===== src/rtl/alu_divmod_if.sv =====
// Handshake and operand/result bundle between the ALU control sequencer and the
// sequential divider.
interface alu_divmod_if #(
  parameter int N = 4
);
  logic         start;
  logic [N-1:0] a;
  logic [N-1:0] b;
  logic         busy;
  logic         done;
  logic [N-1:0] quotient;
  logic [N-1:0] remainder;
  logic         div_by_zero;

  modport master (
    output start, a, b,
    input  busy, done, quotient, remainder, div_by_zero
  );

  modport slave (
    input  start, a, b,
    output busy, done, quotient, remainder, div_by_zero
  );
endinterface


===== src/rtl/alu_divmod_seq.sv =====
// Restoring unsigned divider, one quotient bit per clock, feeding the ALU
// Div (quotient) and mod (remainder) mux inputs.
module alu_divmod_seq #(
  parameter int N = 4
) (
  input logic        clk,
  input logic        rst,
  alu_divmod_if.slave bus
);
  localparam int CW = (N > 2) ? $clog2(N) : 1;

  localparam logic [1:0] IDLE = 2'd0;
  localparam logic [1:0] RUN  = 2'd1;
  localparam logic [1:0] DONE = 2'd2;

  logic [1:0]    state;
  logic          busy_r;
  logic          done_r;
  logic          dbz_r;
  logic [N-1:0]  quot_r;
  logic [N-1:0]  rem_r;

  logic [N:0]    prem;
  logic [N-1:0]  wdiv;
  logic [N-1:0]  dvsr;
  logic [CW-1:0] cnt;

  logic [N:0]    prem_nxt;
  logic [N-1:0]  wdiv_nxt;

  // One restoring iteration: shift {prem, wdiv} left, trial-subtract the divisor
  // at N+1 bits, keep the difference only when it is non-negative.
  function automatic logic [2*N:0] restore_step(input logic [N:0]   pr,
                                                input logic [N-1:0] wd,
                                                input logic [N-1:0] d);
    logic [N:0]        sh;
    logic signed [N:0] trial;
    sh    = {pr[N-1:0], wd[N-1]};
    trial = $signed(sh - {1'b0, d});
    if (trial >= 0) restore_step = {trial, wd[N-2:0], 1'b1};
    else            restore_step = {sh, wd[N-2:0], 1'b0};
  endfunction

  always_comb begin
    {prem_nxt, wdiv_nxt} = restore_step(prem, wdiv, dvsr);
  end

  always_ff @(posedge clk) begin
    if (rst) begin
      state  <= IDLE;
      busy_r <= 1'b0;
      done_r <= 1'b0;
      dbz_r  <= 1'b0;
      quot_r <= '0;
      rem_r  <= '0;
    end else begin
      case (state)
        RUN: begin
          prem <= prem_nxt;
          wdiv <= wdiv_nxt;
          cnt  <= cnt - 1'b1;
          if (cnt == '0) begin
            quot_r <= wdiv_nxt;
            rem_r  <= prem_nxt[N-1:0];
            dbz_r  <= 1'b0;
            done_r <= 1'b1;
            busy_r <= 1'b0;
            state  <= DONE;
          end
        end
        default: begin
          // IDLE and DONE both accept a new operation, enabling back-to-back use.
          done_r <= 1'b0;
          state  <= IDLE;
          if (bus.start) begin
            dvsr <= bus.b;
            if (bus.b == '0) begin
              quot_r <= '1;
              rem_r  <= bus.a;
              dbz_r  <= 1'b1;
              done_r <= 1'b1;
              state  <= DONE;
            end else begin
              prem   <= '0;
              wdiv   <= bus.a;
              cnt    <= CW'(N - 1);
              busy_r <= 1'b1;
              state  <= RUN;
            end
          end
        end
      endcase
    end
  end

  assign bus.busy        = busy_r;
  assign bus.done        = done_r;
  assign bus.div_by_zero = dbz_r;
  assign bus.quotient    = quot_r;
  assign bus.remainder   = rem_r;
endmodule


===== src/flat_wrapper.sv =====
// flat-port wrapper written by rule: the top's interface ports become plain ports
module alu_divmod_seq_flat 
#(
  parameter int N = 4
)
  (clk, rst, bus_start, bus_a, bus_b, bus_busy, bus_done, bus_quotient, bus_remainder, bus_div_by_zero);
  alu_divmod_if #(.N(N)) bus_i ();
  input logic clk;
  input logic rst;
  input wire logic [$bits(bus_i.start)-1:0] bus_start;
  input wire logic [$bits(bus_i.a)-1:0] bus_a;
  input wire logic [$bits(bus_i.b)-1:0] bus_b;
  output wire logic [$bits(bus_i.busy)-1:0] bus_busy;
  output wire logic [$bits(bus_i.done)-1:0] bus_done;
  output wire logic [$bits(bus_i.quotient)-1:0] bus_quotient;
  output wire logic [$bits(bus_i.remainder)-1:0] bus_remainder;
  output wire logic [$bits(bus_i.div_by_zero)-1:0] bus_div_by_zero;
  assign bus_i.start = bus_start;
  assign bus_i.a = bus_a;
  assign bus_i.b = bus_b;
  assign bus_busy = bus_i.busy;
  assign bus_done = bus_i.done;
  assign bus_quotient = bus_i.quotient;
  assign bus_remainder = bus_i.remainder;
  assign bus_div_by_zero = bus_i.div_by_zero;
  alu_divmod_seq #(.N(N)) u_core (.clk(clk), .rst(rst), .bus(bus_i));
endmodule

===== config.mk =====
export PLATFORM = sky130hd
export DESIGN_NAME = alu_divmod_seq_flat
export DESIGN_NICKNAME = d
export VERILOG_FILES = /design/src/rtl/alu_divmod_if.sv /design/src/rtl/alu_divmod_seq.sv /design/src/flat_wrapper.sv
export SDC_FILE = /design/constraint.sdc
export NUM_CORES = 1
export LEC_CHECK = 0
export BUFFER_PORTS_ARGS = -buffer_cell sky130_fd_sc_hd__buf_2
export CAP_MARGIN = 10
export CORE_AREA = 2 2 54 56
export CTS_CLUSTER_SIZE = 12
export DETAILED_ROUTE_END_ITERATION = 10
export DIE_AREA = 0 0 56 58
export HOLD_SLACK_MARGIN = 0.02
export PLACE_DENSITY = 0.81
export RECOVER_POWER = 100
export SYNTH_ARGS = -nofsm -noshare
export SYNTH_HDL_FRONTEND = slang
export SYNTH_SLANG_ARGS = --single-unit

===== constraint.sdc =====
create_clock -name clk -period 4.1 [get_ports clk]
set_clock_uncertainty 0.05 [all_clocks]
set_input_delay 0.82 -clock clk [delete_from_list [all_inputs] [get_ports clk]]
set_output_delay 0.82 -clock clk [all_outputs]
set_load 0.03 [all_outputs]

# After elaboration in Yosys (flattened, before gate mapping)
# Cells that the tools add are included.
[word_totals] romBits=0 out_inout_bits=11 ram_bits=0 memories=0 reg_bits=27 latchBits=0
[classes] n_div=0 bitwise_logic=2 reduce_logical=8 n_mul=0 n_eq_ne=3 muxes=33 n_lt_le_gt_ge=1 n_shift=0 n_addsub=2
[ops] op="4-bit 2-to-1 mux" count=14
[ops] op="2-bit 2-to-1 mux" count=7
[ops] op="3-bit AND reduction" count=4
[ops] op="1-bit 2-to-1 mux" count=11
[ops] op="8-bit 2-to-1 mux" count=1
[ops] op="5-bit by 1-bit greater-or-equal comparator with 1-bit output, second input constant" count=1
[ops] op="5-bit by 4-bit subtractor with 5-bit output" count=1
[ops] op="4-bit zero test" count=1
[ops] op="2-bit nonzero test" count=2
[ops] op="2-bit by 1-bit == test with 1-bit output, second input constant" count=1
[ops] op="2-bit zero test" count=1
[ops] op="2-bit by 1-bit != test with 1-bit output, second input constant" count=1
[ops] op="2-bit != test, second input constant" count=1
[ops] op="1-bit NOT" count=2
[ops] op="2-bit by 1-bit subtractor with 2-bit output, second input constant" count=1

# Logic depth before layout (Yosys ltp)
[depth] ltp_word=5 depth_mapped=10 depth_no_buf=9

# Worst setup path before layout
# No wires, ideal clock.
[synth_path] path_kind="flip-flop to flip-flop" from="register u_core.wdiv[3]" to="register u_core.rem_r[0], in the netlist u_core.bus.remainder[0]" path_stages_with_launch=11 setup_slack_ps=1787 setup_time_ps=119 arrival_ps=2144 t_required_ps=3931 cell_sequence="edfxtp_1 > inv_1 > ha_1 > inv_1 > fa_1 > and3_4 > or3_4 > and2_4 > buf_6 > mux2i_2 > o221a_1"
[synth_via] elab_chain_len=5
[synth_rtl] item="from (decl)" line_no="alu_divmod_seq.sv:24" source="logic [N-1:0] wdiv;"
[synth_rtl] item="from (signal assigned)" line_no="alu_divmod_seq.sv:60" source="wdiv <= wdiv_nxt;"
[synth_rtl] item="from (signal assigned)" line_no="alu_divmod_seq.sv:85" source="wdiv <= bus.a;"
[synth_rtl] item="5-bit by 4-bit subtractor with 5-bit output" line_no="alu_divmod_seq.sv:39" source="trial = $signed(sh - {1'b0, d});"
[synth_rtl] item="5-bit by 1-bit greater-or-equal comparator with 1-bit output" line_no="alu_divmod_seq.sv:40" source="if (trial >= 0) restore_step = {trial, wd[N-2:0], 1'b1};"
[synth_rtl] item="8-bit 2-to-1 mux (*)" line_no="alu_divmod_seq.sv:40"
[synth_rtl] item="4-bit 2-to-1 mux (*)" line_no="alu_divmod_seq.sv:62" source="if (cnt == '0) begin"
[synth_rtl] item="4-bit 2-to-1 mux (*)" line_no="alu_divmod_seq.sv:57" source="case (state)"
[synth_rtl] item="to (signal assigned)" line_no="alu_divmod_seq.sv:64" source="rem_r <= prem_nxt[N-1:0];"
[synth_rtl] item="to (signal assigned)" line_no="alu_divmod_seq.sv:79" source="rem_r <= bus.a;"
[synth_rtl] item="to (decl)" line_no="alu_divmod_seq.sv:21" source="logic [N-1:0] rem_r;"
# Mark *: on every way between the ends. The rest lies on a longest branch, timed or not. The select of a mux whose other input is x is not followed.
# A chain may end at the register's enable or synchronous reset.

# Final worst setup path
[layout_path] from="register u_core.wdiv[3]" to="register u_core.rem_r[2], in the netlist u_core.bus.remainder[2]"
[layout_via] elab_chain_len=5
[layout_rtl] item="5-bit by 4-bit subtractor with 5-bit output (*)" line_no="alu_divmod_seq.sv:39"
[layout_rtl] item="5-bit by 1-bit greater-or-equal comparator with 1-bit output" line_no="alu_divmod_seq.sv:40"
[layout_rtl] item="8-bit 2-to-1 mux (*)" line_no="alu_divmod_seq.sv:40"
[layout_rtl] item="4-bit 2-to-1 mux (*)" line_no="alu_divmod_seq.sv:62"
[layout_rtl] item="4-bit 2-to-1 mux (*)" line_no="alu_divmod_seq.sv:57"
# Marks and branches as above.

==> metrics.md <==
| Metric | Value |
|---|---|
| Clock share of power | `0.308` |
| Logic pwr share | `0.158` |
| Synth top area cells | `edfxtp_1 (33%), dfxtp_1 (19%), nand2_1 (7.9%), ha_1 (4.9%), inv_1 (3.2%)` |
| Critical path cell sequence | `inv_1 > ha_1 > inv_1 > fa_1 > and3_1 > or3_1 > and2_0 > a211oi_1 > o221a_1` |
| Worst-margin pin slew | `0.777 ns` |
| Power, Total | `0.000560 W` |
| Synth Cell Area | `1280 sq um` |
| Die area | `3250 sq um` |
| Grt ovf | `0` |
| Cell-internal power | `0.000420 W` |
| Fraction of layout cells with a size suffix above 1 | `0.0855` |
| Total Nets Final | `170` |
| Relative slew slack | `0.481` |
| DRT iter0 DRCs | `36` |
| Sequential fraction of the synthesis area | `0.517` |
| IO Port Bufs | `21` |
| IR drop worst, VDD | `0.341 mV` |
| Leakage | `0.575 nW` |
| Vias in the first global route | `956` |
| Area delta synth->final | `9.98%` |
| Max Slew Vio Count | `0` |
| Power Dens Cells | `398 nW/um^2` |
| Synth async-reset ratio | `0` |
| Clk sinks | `26` |
| DP Wirelength | `2.04 mm` |
| Pin count of the biggest net entering global routing | `16` |
| Fmax | `382 MHz` |
| Synth cell count leaders | `nand2_1 (27), edfxtp_1 (14), dfxtp_1 (12)` |
| Initial Util | `0.480` |
| Number of buffers created by CTS | `3` |
| Synth unique cells | `36` |
| Synthesized Nets | `148` |
| Remaining DRCs | `0` |
| Finish-stage setup viols | `0` |
| Fin. Hold Viols | `0` |
| Crit path time final | `2.62 ns` |
| Sw Share | `0.250` |
| Die Width | `56 um` |
| First-pass GRT wire length | `4.20 mm` |
| P_sw | `0.000140 W` |
| Area leader, netlist | `edfxtp_1` |
| RSZ-0062 raised after global routing | `false` |
| CTS tree | `yes` |
| Final setup TNS | `0 ns` |
| Wire per inst | `14.6 um` |
| Avg Cell Area, Syn | `9.76 sq um` |
| CTS H-tree depth | `1` |
| Predominant post-synthesis flop cell | `edfxtp_1` |
| CORE AREA | `2660 sq um` |
| Min-Delay Path Class | `reg2reg` |
| Via/cell ratio | `5.62` |
| # resized after CTS | `0` |
| Path type of the worst setup path | `reg2reg` |
| Top Ports | `22` |
| Worst path most repeated cell | `inv_1` |
| Clk buf depth | `2` |
| Number of synthesized flops with an enable pin | `14` |
| Postcts setup bufs | `0` |
| Top cell type's share of synthesized area | `0.329` |
| Sequential share of power | `0.533` |
| Via Count | `1,029` |
| Most common cell in the synthesized netlist | `nand2_1` |
| Critical path's largest stage delay | `0.41 ns` |
| Maxcap violations | `0` |
| Slowest library cell on the worst path | `or3_1` |
| Crit path arrival time | `2.84 ns` |
| DRT Pass-1 Iters | `4` |
| Diodes inserted | `0` |
| Root Buffer Master | `clkbuf_4` |
| Chip height | `58 um` |
| Clk slew on worst S/H paths | `0.14 ns` |
| Total GRT Usage | `0.170` |
| Drt total wl | `2.67 mm` |
| CP max FO | `5` |
| Hold bufs inserted after CTS | `0` |
| Yosys warns | `0` |
| Residual antenna-violating net count after detailed routing | `0` |
| RePlAce Congestion | `0.840` |
| Critical Path RT | `4.33 ns` |
| Final period utilization | `0.638` |
| Startpoint types | `flop` |
| Number of synthesized register bits | `26` |
| Initial antenna violation count | `0` |
| Status | `finished, final reports clean` |
| CP Capture Type | `flop` |
| Rows | `19` |
| Synthesized instance count | `131` |
| Clock Latency Late Sink | `0.32 ns` |
[through the flow]
stage | utilization | cell area, sq um | hold slack (ns) | std cells | setup slack (ns)
6_report | 0.528 | 1410 | 0.437 | 183 | 1.48
5_1_grt | 0.528 | 1410 | 0.461 | 183 | 1.37
4_1_cts | 0.545 | 1450 | 0.425 | 183 | 1.74
3_5_place_dp | 0.525 | 1400 | 0.402 | 179 | 1.76
3_3_place_gp | 0.525 | 1400 | 0.398 | 179 | 1.80
2_1_floorplan | - | 1280 | 0.461 | 131 | 1.79
[worst max-delay path, delay by kind of cell, from the launching register on]
| family | cells | cell delay, ns |
|---|---|---|
| flip-flops | 1 | 0.40 |
| AO/OA/AOI/OAI | 2 | 0.57 |
| adder cells (fa/ha/maj) | 2 | 0.55 |
| buffers and inverters | 2 | 0.12 |
| AND/OR/NAND/NOR | 3 | 0.88 |
[final cells by class]
class	instances	area, sq um
Inverter	11	41.3
Multi-Input combinational cell	90	526
Fill cell	255	1260
Sequential cell	26	661
Tap cell	31	38.8
Timing Repair Buffer	21	87.6
Clock inverter	1	30.0
Clock buffer	3	22.5
[cell families after synthesis]
| kind of cell | count (synthesis) | share of synthesized area |
|---|---|---|
| buffers and inverters | 15 | 0.0509 |
| adders and majority gates | 6 | 0.0646 |
| and+or+nand+nor | 60 | 0.226 |
| muxes | 1 | 0.0108 |
| AOI/OAI and AO/OA | 21 | 0.117 |
| xor gates and xnor gates | 2 | 0.0137 |
| DFF | 26 | 0.517 |
[flip-flops by register name, summed over array words and instances, names as in the netlist]
register,cells
u_core.bus.done,1
u_core.state,1
u_core.wdiv,4
u_core.prem,4
u_core.bus.quotient,4
u_core.cnt,2
u_core.bus.busy,1
u_core.bus.remainder,4
u_core.bus.div_by_zero,1
u_core.dvsr,4
[placed cells by master, fill, tap and decap left out, types with 2 or more instances in the layout]
cell type	synthesis	routed
clkbuf_1	2	14
edfxtp_1	14	14
nor3_1	6	6
and3_1	1	2
a31oi_1	2	2
buf_2	1	7
nor2_1	11	11
inv_1	11	11
clkbuf_4	0	3
o21ai_0	2	2
ha_1	5	5
nand2b_1	3	3
a21oi_1	7	7
nand3_1	3	3
nand2_1	27	27
o221a_1	2	2
xnor2_1	2	2
dfxtp_1	12	12
and2_0	0	3
[routing by layer]
layer | track usage | routed length (um)
met2 | 0.321 | 1430
met1 | 0.186 | 1040
met4 | 0.0952 | 56
met5 | 0 | 0
met3 | 0.0179 | 140
[power by group through the flow]
| stage | Combinational [W] | Sequential, W | Clock (W) |
|---|---|---|---|
| 6_report | 0.0000887 | 0.000299 | 0.000173 |
| 4_1_cts | 0.0000966 | 0.000299 | 0.000176 |
| 2_1_floorplan | 0.0000666 | 0.000310 | 0 |
| 3_3_place_gp | 0.0000914 | 0.000304 | 0 |
| 5_1_grt | 0.0000980 | 0.000301 | 0.000182 |
| 3_5_place_dp | 0.0000957 | 0.000305 | 0 |
[path summary, 6_finish.rpt]
check / startpoint / endpoint / slack (ns) / cells past startpoint
max: u_core.wdiv[3]$_DFFE_PP_ / u_core.bus.remainder[2]$_SDFFE_PP0P_ / 1.48 / 9
min: u_core.bus.div_by_zero$_SDFFE_PP0P_ / u_core.bus.div_by_zero$_SDFFE_PP0P_ / 0.44 / 2
max reg2reg: u_core.wdiv[3]$_DFFE_PP_ / u_core.bus.remainder[2]$_SDFFE_PP0P_ / 1.48 / 9
min reg2reg: u_core.bus.div_by_zero$_SDFFE_PP0P_ / u_core.bus.div_by_zero$_SDFFE_PP0P_ / 0.44 / 2
Note: power is estimated with default switching activity, not from simulation.
